--- config.mk ---
export PLATFORM = sky130hd
export DESIGN_NAME = pipe_stage_skid
export DESIGN_NICKNAME = d
export VERILOG_FILES = /design/src/rtl/pipe_stage_skid.sv
export SDC_FILE = /design/constraint.sdc
export NUM_CORES = 1
export LEC_CHECK = 0
export CAP_MARGIN = 20
export CELL_PAD_IN_SITES_DETAIL_PLACEMENT = 0
export CELL_PAD_IN_SITES_GLOBAL_PLACEMENT = 1
export CORE_MARGIN = 2
export CORE_UTILIZATION = 40
export DETAILED_ROUTE_END_ITERATION = 10
export PLACE_DENSITY = 0.93
export REMOVE_ABC_BUFFERS = 1
export SLEW_MARGIN = 5
export SYNTH_ARGS = -nofsm -noshare
export SYNTH_HDL_FRONTEND = slang
export SYNTH_SLANG_ARGS = --single-unit
--- constraint.sdc ---
create_clock -name clk -period 2.1 [get_ports clk]
set_input_delay 0.63 -clock clk [delete_from_list [all_inputs] [get_ports clk]]
set_output_delay 0.63 -clock clk [all_outputs]
set_load 0.02 [all_outputs]
--- src/rtl/pipe_stage_skid.sv ---
// Inter-stage pipeline register with a 2-entry skid buffer, synchronous flush
// to a NOP bubble, and a saturating stall-cycle counter.
module pipe_stage_skid #(
  parameter int                DATA_W   = 96,
  parameter int                CTRL_W   = 16,
  parameter logic [CTRL_W-1:0] CTRL_NOP = {CTRL_W{1'b0}},
  parameter int                CNT_W    = 16
) (
  input  logic              clk,
  input  logic              rst_n,
  input  logic              in_valid,
  output logic              in_ready,
  input  logic [DATA_W-1:0] in_data,
  input  logic [CTRL_W-1:0] in_ctrl,
  input  logic              flush,
  output logic              out_valid,
  input  logic              out_ready,
  output logic [DATA_W-1:0] out_data,
  output logic [CTRL_W-1:0] out_ctrl,
  output logic [1:0]        occupancy,
  output logic [CNT_W-1:0]  stall_cnt
);

  typedef enum logic [1:0] {
    EMPTY = 2'd0,
    ONE   = 2'd1,
    TWO   = 2'd2
  } state_t;

  state_t            r_state;
  state_t            w_state_nxt;
  logic              w_load_main;
  logic              w_main_from_skid;
  logic              w_load_skid;
  logic              w_in_fire;
  logic              w_stall;
  logic [DATA_W-1:0] r_main_data;
  logic [CTRL_W-1:0] r_main_ctrl;
  logic [DATA_W-1:0] r_skid_data;
  logic [CTRL_W-1:0] r_skid_ctrl;
  logic [CNT_W-1:0]  r_stall_cnt;

  // Handshake only consults registered state, so out_ready never reaches in_ready.
  assign w_in_fire = in_valid & (r_state != TWO);
  assign w_stall   = (r_state != EMPTY) & ~out_ready;

  always_ff @(posedge clk or negedge rst_n) begin
    if (!rst_n) begin
      r_state <= EMPTY;
    end else begin
      r_state <= w_state_nxt;
    end
  end

  always_comb begin
    w_state_nxt      = r_state;
    w_load_main      = 1'b0;
    w_main_from_skid = 1'b0;
    w_load_skid      = 1'b0;
    case (r_state)
      EMPTY: begin
        if (w_in_fire) begin
          w_load_main = 1'b1;
          w_state_nxt = ONE;
        end else begin
          w_state_nxt = EMPTY;
        end
      end
      ONE: begin
        if (w_in_fire && out_ready) begin
          w_load_main = 1'b1;
        end else if (w_in_fire) begin
          w_load_skid = 1'b1;
          w_state_nxt = TWO;
        end else if (out_ready) begin
          w_state_nxt = EMPTY;
        end else begin
          w_state_nxt = ONE;
        end
      end
      TWO: begin
        if (out_ready) begin
          w_load_main      = 1'b1;
          w_main_from_skid = 1'b1;
          w_state_nxt      = ONE;
        end else begin
          w_state_nxt = TWO;
        end
      end
      default: begin
        w_state_nxt = EMPTY;
      end
    endcase
    // Flush wins over everything and drops any entry offered this cycle.
    if (flush) begin
      w_state_nxt = EMPTY;
      w_load_main = 1'b0;
      w_load_skid = 1'b0;
    end else begin
      w_state_nxt = w_state_nxt;
    end
  end

  always_ff @(posedge clk or negedge rst_n) begin
    if (!rst_n) begin
      r_main_data <= {DATA_W{1'b0}};
      r_main_ctrl <= CTRL_NOP;
      r_skid_data <= {DATA_W{1'b0}};
      r_skid_ctrl <= CTRL_NOP;
    end else begin
      if (w_load_main && w_main_from_skid) begin
        r_main_data <= r_skid_data;
        r_main_ctrl <= r_skid_ctrl;
      end else if (w_load_main) begin
        r_main_data <= in_data;
        r_main_ctrl <= in_ctrl;
      end
      if (w_load_skid) begin
        r_skid_data <= in_data;
        r_skid_ctrl <= in_ctrl;
      end
    end
  end

  always_ff @(posedge clk or negedge rst_n) begin
    if (!rst_n) begin
      r_stall_cnt <= {CNT_W{1'b0}};
    end else if (w_stall && (r_stall_cnt != {CNT_W{1'b1}})) begin
      r_stall_cnt <= r_stall_cnt + {{(CNT_W-1){1'b0}}, 1'b1};
    end
  end

  always_comb begin
    occupancy = 2'd0;
    case (r_state)
      EMPTY:   occupancy = 2'd0;
      ONE:     occupancy = 2'd1;
      TWO:     occupancy = 2'd2;
      default: occupancy = 2'd0;
    endcase
  end

  assign out_valid = (r_state != EMPTY);
  assign in_ready  = (r_state != TWO);
  assign out_data  = r_main_data;
  assign out_ctrl  = out_valid ? r_main_ctrl : CTRL_NOP;
  assign stall_cnt = r_stall_cnt;

endmodule
==> results.yml, run 1 <==
outcome:
  outcome: "finished with violations"
  violations: "setup timing"
cts:
  cts-hold-fix-buffers: 0
  insertion_delay_ns: 0.52
  cts.htree.levels: 1
  clockRootBuffer: "clkbuf_16"
  max-clock-path-buffers: 3
  cts_buffers: 27
  clkSinkCount: 242
  clkTransAtPathRegs_ns: 0.06
  cts_tree: "built"
global_route:
  grt_pass1_vias: 7699
  grt_max_degree: 58
  grt_overflow: 0
  grt_usage: 0.177
  antenna_found_initial: 0
  grt_first_pass_wirelength_mm: 40.4
critical_path:
  cp.depth: 4
  critPathKind: "flip-flop to primary output"
  crit_family: "flip-flops"
  crit_buf_inv: 2
  endpoint_kind: "primary output"
  cpMaxStageDelayCell: "dfrtp_1"
  regToRegStartpoint: "r_state[1]"
  path_max_fanout: 7
  cp.arrival_ns: 1.49
  path_cells: "nor2_4, buf_6, nor2_1, buf_4"
  cp_data_required_time_ns: 1.47
  reg2reg_slack_ns: 0.28
  r2r_cells: 8
  max_stage_delay_ns: 0.42
  timing.rr.end: "out_data[28]"
  cp-start-kind: "flip-flop"
route:
  drc: 0
  ant_nets: 0
  wirelength_mm: 24.9
  met1_length_mm: 10.8
  maxUsedRoutingLayer: "met4"
  drtPass1Iterations: 4
  wl_met2_mm: 12.0
  vias_per_cell: 5.08
  routedWlPerCell_um: 17.2
  routed-wl-met3_mm: 1.80
  vias: 7380
  drt_iter0_drc: 374
power:
  power_leakage_nw: 7.25
  clkPwrFrac: 0.325
  p_int_mw: 10.2
  swShare: 0.287
  power.ir.vdd_worst_mv: 0.632
  p_per_area_nw_per_um2: 989
  pwr-share-comb: 0.227
  power_frac_seq: 0.448
  p_total_mw: 14.3
  p_sw_mw: 4.09
timing:
  tightest_slew_ns: 0.432
  fin_crit_ns: 2.12
  slew_violations: 0
  rsz0062_at_grt: "true"
  setup_tns_ns: -0.0598
  period_share: 1.01
  holdWs_ns: 0.0301
  relSlewSlack: 0.712
  hold_viol: 0
  setup_viol: 6
  setup_ws_ns: -0.0157
  fin_worst_skew_ns: 0.00930
  max_freq_ghz: 0.473
synthesis:
  netlist_area_um2: 10500
  yosys.area.top_type: "dfrtp_1"
  ys_seq_area_frac: 0.577
  synth_edf_count: 0
  yosys-top-cells-area: "dfrtp_1 (58%), mux2_2 (12%), mux2i_1 (11%)"
  synthFlopType: "dfrtp_1"
  ys_ff_latch: 242
  ys_types: 32
  ys_warn_count: 0
  synth-async-reset-ratio: 1.00
  synth_top_area_share: 0.577
  syn_avg_cell_area_um2: 12.7
  netlist_instances: 829
floorplanning:
  die_y_um: 166
  pin_count: 249
  die_w_um: 166
  start_util: 0.405
  fp-row-count: 59
  core_area_um2: 25900
  fp.dieArea_um2: 27600
layout:
  drive_above_1_share: 0.218
  antenna_cells: 0
  design_area_um2: 14400
  nNetsFinal: 1217
  area_delta_synth_final_pct: 37.5
placement:
  portBuffers: 248
  gp_congestion: 0.773
  place_area_um2: 13600
  hpwl_mm: 16.8
worst_hold_path:
  hold_class: "primary input to async pin"
flow_run:
  maxCapViolCount: 0
[placed cells by master, fill, tap and decap left out, drive strengths merged, types with 6 or more instances in the layout]
cell	Yosys	layout
nand3	6	6
dlygate4sd2	0	112
inv	115	115
xnor2	12	12
nand4	8	8
mux2i	114	114
mux2	113	113
buf	38	67
clkbuf	15	38
o22ai	112	112
nand2	7	7
nor2	25	25
dfrtp	242	242
clkinv	0	7
clkdlybuf4s50	0	115
[final cells by class]
cell class              count  area [µm²]
clock buffers              38         777
well taps                 335         419
inverters                 115         432
multi-input cells         419        3710
clock inverters             9        95.1
flip-flops and latches    242        6060
repair buffers            294        2950
fillers                  2190       11500
[power groups by stage]
| stage | Combinational, mW | Sequential [mW] | Clock (mW) |
|---|---|---|---|
| after floorplan | 1.39 | 6.88 | 0 |
| after global placement | 3.45 | 6.42 | 0 |
| after detailed placement | 3.56 | 6.47 | 0 |
| after CTS | 3.24 | 6.39 | 4.75 |
| after global routing | 3.52 | 6.53 | 4.95 |
| final | 3.25 | 6.39 | 4.64 |
[worst max path at each step]
stage                          start           end  slack, ns
after detailed placement   out_ready  out_data[28]      -0.27
after global placement     out_ready  stall_cnt[1]      -0.22
after floorplan             in_valid   out_data[0]      -3.49
after CTS                 r_state[0]  out_ctrl[10]      -0.20
final                     r_state[1]  out_ctrl[13]      -0.02
after global routing      r_state[1]  out_ctrl[13]      -0.08
[cell usage after synthesis (all sizes together) (2+ instances only)]
master    n
clkbuf   15
nand4     8
nand2     7
xor2      2
xnor2    12
mux2    113
and2      2
buf      38
nand3     6
nor2b     3
inv     115
and3      2
and4      3
o22ai   112
dfrtp   242
o21bai    2
mux2i   114
nor2     25
[routing by layer]
metal	track usage	vias to the layer above
met2	0.295	219
li1	-	3439
met3	0.0489	26
met4	0.0378	0
met5	0	-
met1	0.231	3696
[state kept, by name, indices dropped and copies added, names as in the netlist]
name,cells
out_data,96
r_state,2
stall_cnt,16
r_main_ctrl,16
r_skid_data,96
r_skid_ctrl,16
[cell families (layout without fill, tap and decap cells)]
| family | after synthesis | after routing | synth area share |
|---|---|---|---|
| flops | 242 | 242 | 0.577 |
| mux | 227 | 227 | 0.230 |
| buf+inv | 168 | 456 | 0.0770 |
| compound gates | 118 | 118 | 0.0739 |
| simple gates | 59 | 59 | 0.0298 |
| xor+xnor | 14 | 14 | 0.0117 |
| fa+ha+maj | 1 | 1 | 0.00119 |
[repair_timing]
action	in CTS	in global routing
gates cloned	1	0
endpoints found under the setup margin	132	20
gates resized for setup	160	86
buffers inserted	0	2
pin swaps	0	1
[metrics by stage]
stage / util / instances / setup slack (ns)
finish: 0.557 / 1452 / -0.0157
global route: 0.557 / 1452 / -0.0842
CTS: 0.555 / 1450 / -0.196
detailed placement: 0.526 / 1402 / -0.270
global placement: 0.526 / 1402 / -0.223
floorplan: - / 776 / -3.49
[worst register-to-register path, stage by stage, from the launching register on]
cell and delay (ns):
dfrtp_1 0.40, buf_6 0.14, buf_4 0.13, mux2i_1 0.22, nor2_2 0.07, o21bai_4 0.21
buf_12 0.17, buf_12 0.18, mux2i_1 0.22
No activity file was read; power rests on OpenSTA's default activity.
==> run 2, diff against run 1 <==
--- a/config.mk
+++ b/config.mk
@@ -10,9 +10,11 @@
 export CELL_PAD_IN_SITES_GLOBAL_PLACEMENT = 1
 export CORE_MARGIN = 2
 export CORE_UTILIZATION = 40
+export CTS_BUF_LIST = sky130_fd_sc_hd__clkbuf_4 sky130_fd_sc_hd__clkbuf_8
 export DETAILED_ROUTE_END_ITERATION = 10
 export PLACE_DENSITY = 0.93
 export REMOVE_ABC_BUFFERS = 1
+export SKIP_CTS_REPAIR_TIMING = 1
 export SLEW_MARGIN = 5
 export SYNTH_ARGS = -nofsm -noshare
 export SYNTH_HDL_FRONTEND = slang
==> constraint.sdc (replaced) <==
create_clock -name clk -period 2.2 [get_ports clk]
set_input_delay 0.66 -clock clk [delete_from_list [all_inputs] [get_ports clk]]
set_output_delay 0.66 -clock clk [all_outputs]
set_load 0.02 [all_outputs]
==> run 2 against run 1 <==
Against the previous run:
- the run still ends with setup timing left
- critical path depth rose by 1
- clock-buffer cell count rose by 28
- global-route usage rose by 0.51 points
- critical endpoint is now out_ctrl[1]
==> results.yml, run 2 (synthesis results as in run 1) <==
outcome:
  outcome: "finished with violations"
  violations: "setup timing"
worst_hold_path:
  hold_class: "flip-flop to flip-flop"
  hp-start: "stall_cnt[15]"
global_route:
  grt_pass1_vias: 7841
  grt_max_degree: 58
  grt_usage: 0.182
  grt_first_pass_wirelength_mm: 41.2
  antenna_found_initial: 1
  grt_overflow: 0
route:
  wirelength_mm: 25.3
  vias: 7490
  routedWlPerCell_um: 17.1
  ant_nets: 0
  met1_length_mm: 10.9
  drt_iter0_drc: 395
  routed-wl-met3_mm: 1.82
  drc: 0
  maxUsedRoutingLayer: "met4"
  wl_met2_mm: 12.0
  vias_per_cell: 5.06
  drtPass1Iterations: 4
timing:
  relSlewSlack: 0.730
  slew_violations: 0
  setup_ws_ns: -0.0181
  fin_worst_skew_ns: 0.0262
  period_share: 1.01
  setup_viol: 5
  setup_tns_ns: -0.0663
  holdWs_ns: 0.497
  fin_crit_ns: 2.22
  max_freq_ghz: 0.451
  hold_viol: 0
  rsz0062_at_grt: "true"
  tightest_slew_ns: 0.402
critical_path:
  cpMaxStageDelayCell: "dfrtp_1"
  critPathKind: "flip-flop to primary output"
  cp_data_required_time_ns: 1.54
  path_max_fanout: 5
  crit_start: "r_state[1]"
  regToRegStartpoint: "stall_cnt[0]"
  cp.arrival_ns: 1.56
  cp-start-kind: "flip-flop"
  path_cells: "nor2_4, buf_4, buf_6, nor2_1, buf_2"
  endpoint_kind: "primary output"
  max_stage_delay_ns: 0.42
layout:
  multi_input_area_um2: 3670
  nNetsFinal: 1232
  design_area_um2: 14700
  fill_cells: 2113
  register_area_um2: 6060
  final_common_cell: "dfrtp_1"
  antenna_cells: 0
  drive_above_1_share: 0.233
  area_delta_synth_final_pct: 40.1
  final_cell_mix: "dfrtp_1 (242), clkdlybuf4s50_1 (141), inv_1 (115), mux2i_1 (114), mux2_2 (113)"
  final_cell_count_no_fill: 1481
placement:
  portBuffers: 248
  place_inst: 1402
  hpwl_mm: 16.9
  place_area_um2: 13600
  gp_congestion: 0.768
floorplanning:
  pin_count: 249
  start_util: 0.405
  die_y_um: 166
  fp.dieArea_um2: 27600
  die_w_um: 166
  fp-row-count: 59
  core_area_um2: 25900
cts:
  clkTransAtPathRegs_ns: 0.06
  cts_buffers: 41
  max-clock-path-buffers: 3
  cts_tree: "built"
  clkSinkCount: 242
  insertion_delay_ns: 0.53
  cts.htree.levels: 2
  clockRootBuffer: "clkbuf_8"
power:
  power_leakage_nw: 7.96
  power.ir.vdd_worst_mv: 0.601
  p_total_mw: 13.6
  p_per_area_nw_per_um2: 927
flow_run:
  maxCapViolCount: 0
==> run 2: cell types whose count changed in the layout (fill, tap and decap cells not counted), moves of 3 or more <==
cell / change
dlygate4sd2_1: -112
clkbuf_8: +49
clkbuf_1: -5
dlymetal6s2s_1: +86
clkdlybuf4s50_1: +26
clkbuf_4: +11
nor2_1: +9
nor2_2: -6
nor2_4: -3
clkbuf_2: +10
clkbuf_16: -27
buf_6: -10
==> run 2: where the power goes <==
group	switching (mW)	internal, mW	total [mW]
sequential	0.593	5.52	6.11
combinational	1.54	1.74	3.28
clock	1.81	2.43	4.24
==> run 2: worst max-delay path, delay by kind of cell, from the launching register on <==
kind          cells  cell delay [ns]
buf+inv           3             0.39
flops             1             0.42
simple gates      2             0.22
==> run 2: final cells by class <==
type                            count  share of cell area
Clock buffer                       66              0.0571
Clock inverter                      9             0.00366
Inverter                          115              0.0293
Multi-Input combinational cell    419               0.250
Sequential cell                   242               0.412
Tap cell                          335              0.0285
Timing Repair Buffer              295               0.220
==> run 2: layer usage <==
| metal | vias up | GRT usage |
|---|---|---|
| li1 | 3464 | - |
| met1 | 3725 | 0.236 |
| met2 | 248 | 0.290 |
| met3 | 53 | 0.0539 |
| met4 | 0 | 0.0673 |
| met5 | - | 0 |
==> run 2: stage by stage <==
step,setup slack [ns],util
2_1_floorplan,-3.42,-
3_3_place_gp,-0.131,0.526
3_5_place_dp,-0.211,0.526
4_1_cts,-0.445,0.560
5_1_grt,-0.100,0.568
6_report,-0.0181,0.568
==> run 2: worst paths after layout <==
check / to / slack (ns) / depth (start not counted)
min reg2reg: stall_cnt[15] / 0.50 / 1
max reg2reg: stall_cnt[1] / 0.39 / 5
min in group asynchronous: r_skid_data[47] / 0.61 / 2
max in group asynchronous: r_skid_data[78] / 0.93 / 3
max: out_ctrl[1] / -0.02 / 5
min: stall_cnt[15] / 0.50 / 1
